==> src/rtl/wb_backward_router.sv <==
// wb_backward_router
// Write-response (B channel) return-path router for the interconnect.
// A packed {BID,BRESP,BUSER} word enters through a two-entry skid buffer.
// Each beat is steered to one master port, chosen by the top BID bits.
// Beats whose select value has no master port are discarded and counted.
// Delivered error responses (BRESP[1]=1) are also counted.
// Both counters saturate.

module wb_backward_router #(
  parameter  int ID_WIDTH    = 8,
  parameter  int USER_WIDTH  = 4,
  parameter  int NUM_MASTERS = 4,
  parameter  int CNT_WIDTH   = 16,
  localparam int SEL_WIDTH   = $clog2(NUM_MASTERS),
  localparam int DATA_W      = ID_WIDTH + 2 + USER_WIDTH
) (
  input  logic                   CLK,
  input  logic                   RESET,
  input  logic [DATA_W-1:0]      DATA,
  input  logic                   VALID,
  output logic                   READY,
  output logic [ID_WIDTH-1:0]    BID,
  output logic [1:0]             BRESP,
  output logic [USER_WIDTH-1:0]  BUSER,
  output logic [NUM_MASTERS-1:0] BVALID,
  input  logic [NUM_MASTERS-1:0] BREADY,
  output logic [CNT_WIDTH-1:0]   ERR_CNT,
  output logic [CNT_WIDTH-1:0]   DROP_CNT
);

  // One extra bit lets the drop compare hold the value NUM_MASTERS itself.
  localparam logic [SEL_WIDTH:0] MASTER_LIMIT = (SEL_WIDTH + 1)'(NUM_MASTERS);

  logic                  outValid;
  logic [DATA_W-1:0]     outData;
  logic                  skidValid;
  logic [DATA_W-1:0]     skidData;

  logic [SEL_WIDTH-1:0]  sel;
  logic                  drop;
  logic                  breadySel;
  logic                  accept;
  logic                  consume;
  logic                  outFree;
  logic                  loadOutFromSkid;
  logic                  loadOutFromData;
  logic                  loadSkid;
  logic                  errHit;
  logic                  dropHit;
  logic [CNT_WIDTH-1:0]  errCnt;
  logic [CNT_WIDTH-1:0]  dropCnt;

  // The master is picked by the top BID bits of the beat in the output register.
  assign sel  = outData[DATA_W-1 -: SEL_WIDTH];
  assign drop = {1'b0, sel} >= MASTER_LIMIT;

  // The input side stays ready while the skid slot is empty.
  // It is held off during reset so that no beat is captured while reset is active.
  assign READY  = ~skidValid & ~RESET;
  assign accept = VALID & READY;

  // Select the ready of the addressed master. An out-of-range select sees 0 here.
  // The drop term in consume covers that case.
  always_comb begin
    breadySel = 1'b0;
    for (int i = 0; i < NUM_MASTERS; i++) begin
      if (sel == SEL_WIDTH'(i)) begin
        breadySel = BREADY[i];
      end
    end
  end

  // A dropped beat always leaves the output register after one cycle.
  // A routable beat leaves on the selected master's handshake.
  assign consume = outValid & (drop | breadySel);
  assign outFree = ~outValid | consume;

  // The skid entry is older than any new beat, so it refills the output register first.
  assign loadOutFromSkid = outFree & skidValid;
  assign loadOutFromData = outFree & ~skidValid & accept;
  assign loadSkid        = accept & (~outFree | skidValid);

  assign errHit  = consume & ~drop & outData[USER_WIDTH + 1];
  assign dropHit = consume & drop;

  // Occupancy flags of the two storage slots. All in-flight beats are lost on reset.
  always_ff @(posedge CLK) begin
    if (RESET) begin
      outValid  <= 1'b0;
      skidValid <= 1'b0;
    end else begin
      if (outFree) begin
        outValid <= skidValid | accept;
      end
      if (loadOutFromSkid) begin
        skidValid <= loadSkid;
      end else if (loadSkid) begin
        skidValid <= 1'b1;
      end
    end
  end

  // Payload registers. These carry no reset because the valid flags qualify them.
  always_ff @(posedge CLK) begin
    if (loadOutFromSkid) begin
      outData <= skidData;
    end else if (loadOutFromData) begin
      outData <= DATA;
    end
    if (loadSkid) begin
      skidData <= DATA;
    end
  end

  // Saturating statistics counters. A beat is either delivered or dropped, never both.
  always_ff @(posedge CLK) begin
    if (RESET) begin
      errCnt  <= '0;
      dropCnt <= '0;
    end else begin
      if (errHit && (errCnt != '1)) begin
        errCnt <= errCnt + CNT_WIDTH'(1);
      end
      if (dropHit && (dropCnt != '1)) begin
        dropCnt <= dropCnt + CNT_WIDTH'(1);
      end
    end
  end

  // One-hot valid toward the masters, decoded only from registered state.
  always_comb begin
    BVALID = '0;
    for (int i = 0; i < NUM_MASTERS; i++) begin
      BVALID[i] = outValid & ~drop & (sel == SEL_WIDTH'(i));
    end
  end

  assign BID      = outData[DATA_W-1 -: ID_WIDTH];
  assign BRESP    = outData[USER_WIDTH +: 2];
  assign BUSER    = outData[USER_WIDTH-1:0];
  assign ERR_CNT  = errCnt;
  assign DROP_CNT = dropCnt;

endmodule

==> config.mk <==
export PLATFORM = sky130hd
export DESIGN_NAME = wb_backward_router
export DESIGN_NICKNAME = d
export VERILOG_FILES = /design/src/rtl/wb_backward_router.sv
export SDC_FILE = /design/constraint.sdc
export NUM_CORES = 1
export LEC_CHECK = 0
export CAP_MARGIN = 20
export CORE_MARGIN = 3
export CORE_UTILIZATION = 49
export CTS_CLUSTER_SIZE = 10
export DETAILED_ROUTE_END_ITERATION = 16
export GPL_TIMING_DRIVEN = 0
export PLACE_DENSITY = 0.93
export SYNTH_ARGS = -nofsm -noshare
export SYNTH_HDL_FRONTEND = slang
export SYNTH_SLANG_ARGS = --single-unit
==> constraint.sdc <==
create_clock -name CLK -period 4 [get_ports CLK]
set_input_delay 1 -clock CLK [delete_from_list [all_inputs] [get_ports CLK]]
set_output_delay 1 -clock CLK [all_outputs]
set_load 0.02 [all_outputs]
==> metrics.md <==
| Metric | Value |
|---|---|
| RSZ-0062 raised after global routing | `no` |
| Slew @ Worst Pin | `0.6274 ns` |
| Fillers | `322` |
| Post-synthesis sequential area ratio | `54.30%` |
| Gr usage total | `roughly a fifth` |
| Area growth from synthesis to layout | `35.07%` |
| Fin. max-slew vios | `0` |
| Cells after Synth | `183` |
| Final Hold Violating Endpoints | `0` |
| Fraction of layout cells with a size suffix above 1 | `14.89%` |
| GR Util met2 | `31.68%` |
| Most used DFF post-synth | `edfxtp_1` |
| # hold bufs at CTS | `0` |
| Final setup margin | `0.6416 ns` |
| Simple-Gate Fraction of Synth Area | `18.67%` |
| Wire per inst | `15.50 microns` |
| Commonest cells post-synth | `edfxtp_1 (28), buf_4 (18), dfxtp_1 (18), mux2_1 (16), a21oi_1 (11)` |
| PwrDens | `314.3 nW/um^2` |
| # clock sinks | `46` |
| Compound-gate portion of the synthesized area | `6.674%` |
| Mapped Area | `around 2200 sq um` |
| Data arrival time of the worst path | `2.36 ns` |
| Grt peak-use layer | `met2` |
| Cell mode on critical path | `clkdlybuf4s50_1` |
| Post-synthesis mux area share | `12.10%` |
| Clock Tree Root | `clkbuf_8` |
| Pre-CTS WS | `~0.65 ns` |
| Status | `finished clean` |
| Initial Util | `a little over half` |
| Placed Cells | `just over 300` |
| Final Cycle Share | `83.96%` |
| Max cap viols | `0` |
| Pre-Repair DR Iteration Count | `4` |
| Worst Hold Class | `register to register` |
| Slew HR | `58.18%` |
| Grt met1 use | `24.47%` |
| H-tree Lvls | `2` |
| Clock slew at reported path FFs | `0.09 ns` |
| GPL Wtd Cong | `around 0.85` |
| Port buffer count | `between 50 and 60` |
| Post-DP HPWL | `about 3600 microns` |
| Distinct cell type count after synthesis | `43` |
| Post-Layout Cell Count | `312` |
| Cell Chain, Critical Path | `clkdlybuf4s50_1 -> nor2_1 -> clkdlybuf4s50_1` |
| Post-CTS Setup Repair Bufs | `0` |
| Fmax | `approximately 300 MHz` |
| Core area | `4173 sq um` |
| Clock Latency Late Sink | `about 0.3 ns` |
| Initial antenna violation count | `0` |
| Slowest CP cell | `clkdlybuf4s50_1` |
| Congestion Overflow GR | `0` |
| Setup_tns | `0 ns` |
| Required time of the worst setup path | `3.00 ns` |
| Placement Cell Area | `2893 sq um` |
| Die height | `73.19 microns` |
| Final Setup Violations | `0` |
| Hold slack final | `slightly above 0.5 ns` |
| Worst path max stage delay | `0.63 ns` |
| Clk buf depth | `2` |
| FF+latch count, synth | `46` |
| Chip width | `73.19 microns` |
| Syn Area/Cell | `12.09 sq um` |
| Yosys top cell area share | `between 30% and 40%` |
| Crit path kind | `input port to output port` |
| Antenna diode count | `0` |
| Largest net degree at the start of global routing | `15` |
| Area leader, netlist | `edfxtp_1` |
| TritonCTS clock tree | `built` |
| Finished Cell Area | `2988 sq um` |
| Nets@finish | `between 200 and 300` |
| Crit path time final | `3.358 ns` |
| Post-synthesis xor/xnor area fraction | `0%` |
| Io pins | `72` |
| First-pass GRT wire length | `7817 microns` |
| Clk_skew | `0.008371 ns` |
| Vias per Instance | `~5.3` |
| Crit Path Max Fanout | `7` |
| Cts bufs inserted | `5` |
| Post-route ant nets | `0` |
| Worst setup SP type | `input port` |
| Drt drc | `0` |
| Die area | `5357 sq um` |
| Post-synth ARST share | `0%` |
| DRT iter0 DRCs | `158` |
| Area of the multi-input gates | `900.9 sq um` |
| Resized Gates After CTS | `0` |
| Post-Synth Adder-Cell Area | `less than 1%` |
| Register Area | `1201 sq um` |
| Rows | `23` |
| Worst vdd ir | `roughly 210 uV` |
| Largest family of logic cells by synthesized area | `simple AND/OR/NAND/NOR gates` |
| Yosys Warn Count | `0` |
| DR vias | `1668` |
| Leading post-synthesis cells by cell area | `edfxtp_1 (38%), dfxtp_1 (16%), mux2_1 (8.1%), buf_4 (6.1%), a21oi_1 (2.5%)` |
| Vias in the first global route | `~1500` |
| Most frequent cell after synthesis | `edfxtp_1` |
| M3 GR Usage | `4.683%` |
| Post-synth EDFFs | `28` |
| DRT Wirelength | `4835 microns` |
| CP Capture Type | `output port` |
| P_leak | `0.001091 uW` |
-- logic make-up (layout without fill, tap and decap cells) --
kind of cell	count (synthesis)	in the layout
buf+inv	24	88
mux	23	23
compound gates	24	24
other cells	1	16
flops	46	46
fa+ha+maj	1	1
simple gates	64	64
-- placed cells by master, fill, tap and decap left out, types with 4 or more instances in the layout --
| cell | netlist | layout |
|---|---|---|
| nor2_1 | 10 | 10 |
| edfxtp_1 | 28 | 28 |
| mux2_2 | 4 | 4 |
| or4_1 | 7 | 7 |
| nor2b_1 | 7 | 7 |
| clkbuf_8 | 0 | 6 |
| nand3_1 | 6 | 6 |
| o31ai_1 | 6 | 6 |
| conb_1 | 1 | 16 |
| buf_4 | 18 | 18 |
| mux2_1 | 16 | 16 |
| nand2_1 | 6 | 6 |
| a21oi_1 | 11 | 11 |
| clkdlybuf4s50_1 | 0 | 55 |
| dfxtp_1 | 18 | 18 |
-- layer usage --
layer / vias to the layer above / wire length [microns]
met5: - / 0
met4: 0 / 70
met3: 8 / 321
met2: 67 / 2488
met1: 773 / 1954
li1: 820 / -
-- layout make-up --
class	count	area share, %
multi-input cells	128	30.15
inverters	1	0.1256
clock inverters	2	0.4188
clock buffers	6	2.764
plain buffers	23	5.444
flip-flops and latches	46	40.20
well taps	50	2.094
repair buffers	56	18.80
-- critical path: cells and delay by family --
family	cells	cell delay, ns
buffers and inverters	2	1.18
and+or+nand+nor	1	0.18
-- final timing paths --
path	from	endpoint	slack (ns)	cells past startpoint
max	RESET	READY	0.64	3
min	ERR_CNT[14]$_SDFFE_PP0P_	ERR_CNT[14]$_SDFFE_PP0P_	0.52	2
max reg2reg	outData[12]$_DFFE_PP_	skidData[3]$_DFFE_PP_	1.80	5
min reg2reg	ERR_CNT[14]$_SDFFE_PP0P_	ERR_CNT[14]$_SDFFE_PP0P_	0.52	2
-- through the flow --
stage | total power [uW] | utilization (%)
floorplan | 603.5 | -
global placement | 652.6 | 69.06
detailed placement | 656.6 | 69.33
CTS | 947.4 | 71.60
global route | 976.8 | 71.60
finish | 939.0 | 71.60
-- flip-flops by register name (all words and copies together) (netlist names) --
name,flops
ERR_CNT,16
outData,14
skidData,14
outValid,1
skidValid,1
-- power breakdown --
| group | switching [uW] | internal, uW | leakage [uW] | total (uW) |
|---|---|---|---|---|
| Sequential | 6.91 | 517 | 0.000403 | 524 |
| Combinational | 61.3 | 61.0 | 0.000639 | 122 |
| Clock | 154 | 139 | 0.0000488 | 293 |
| Total | 222 | 717 | 0.00109 | 939 |
(Power assumes the default switching activity.)
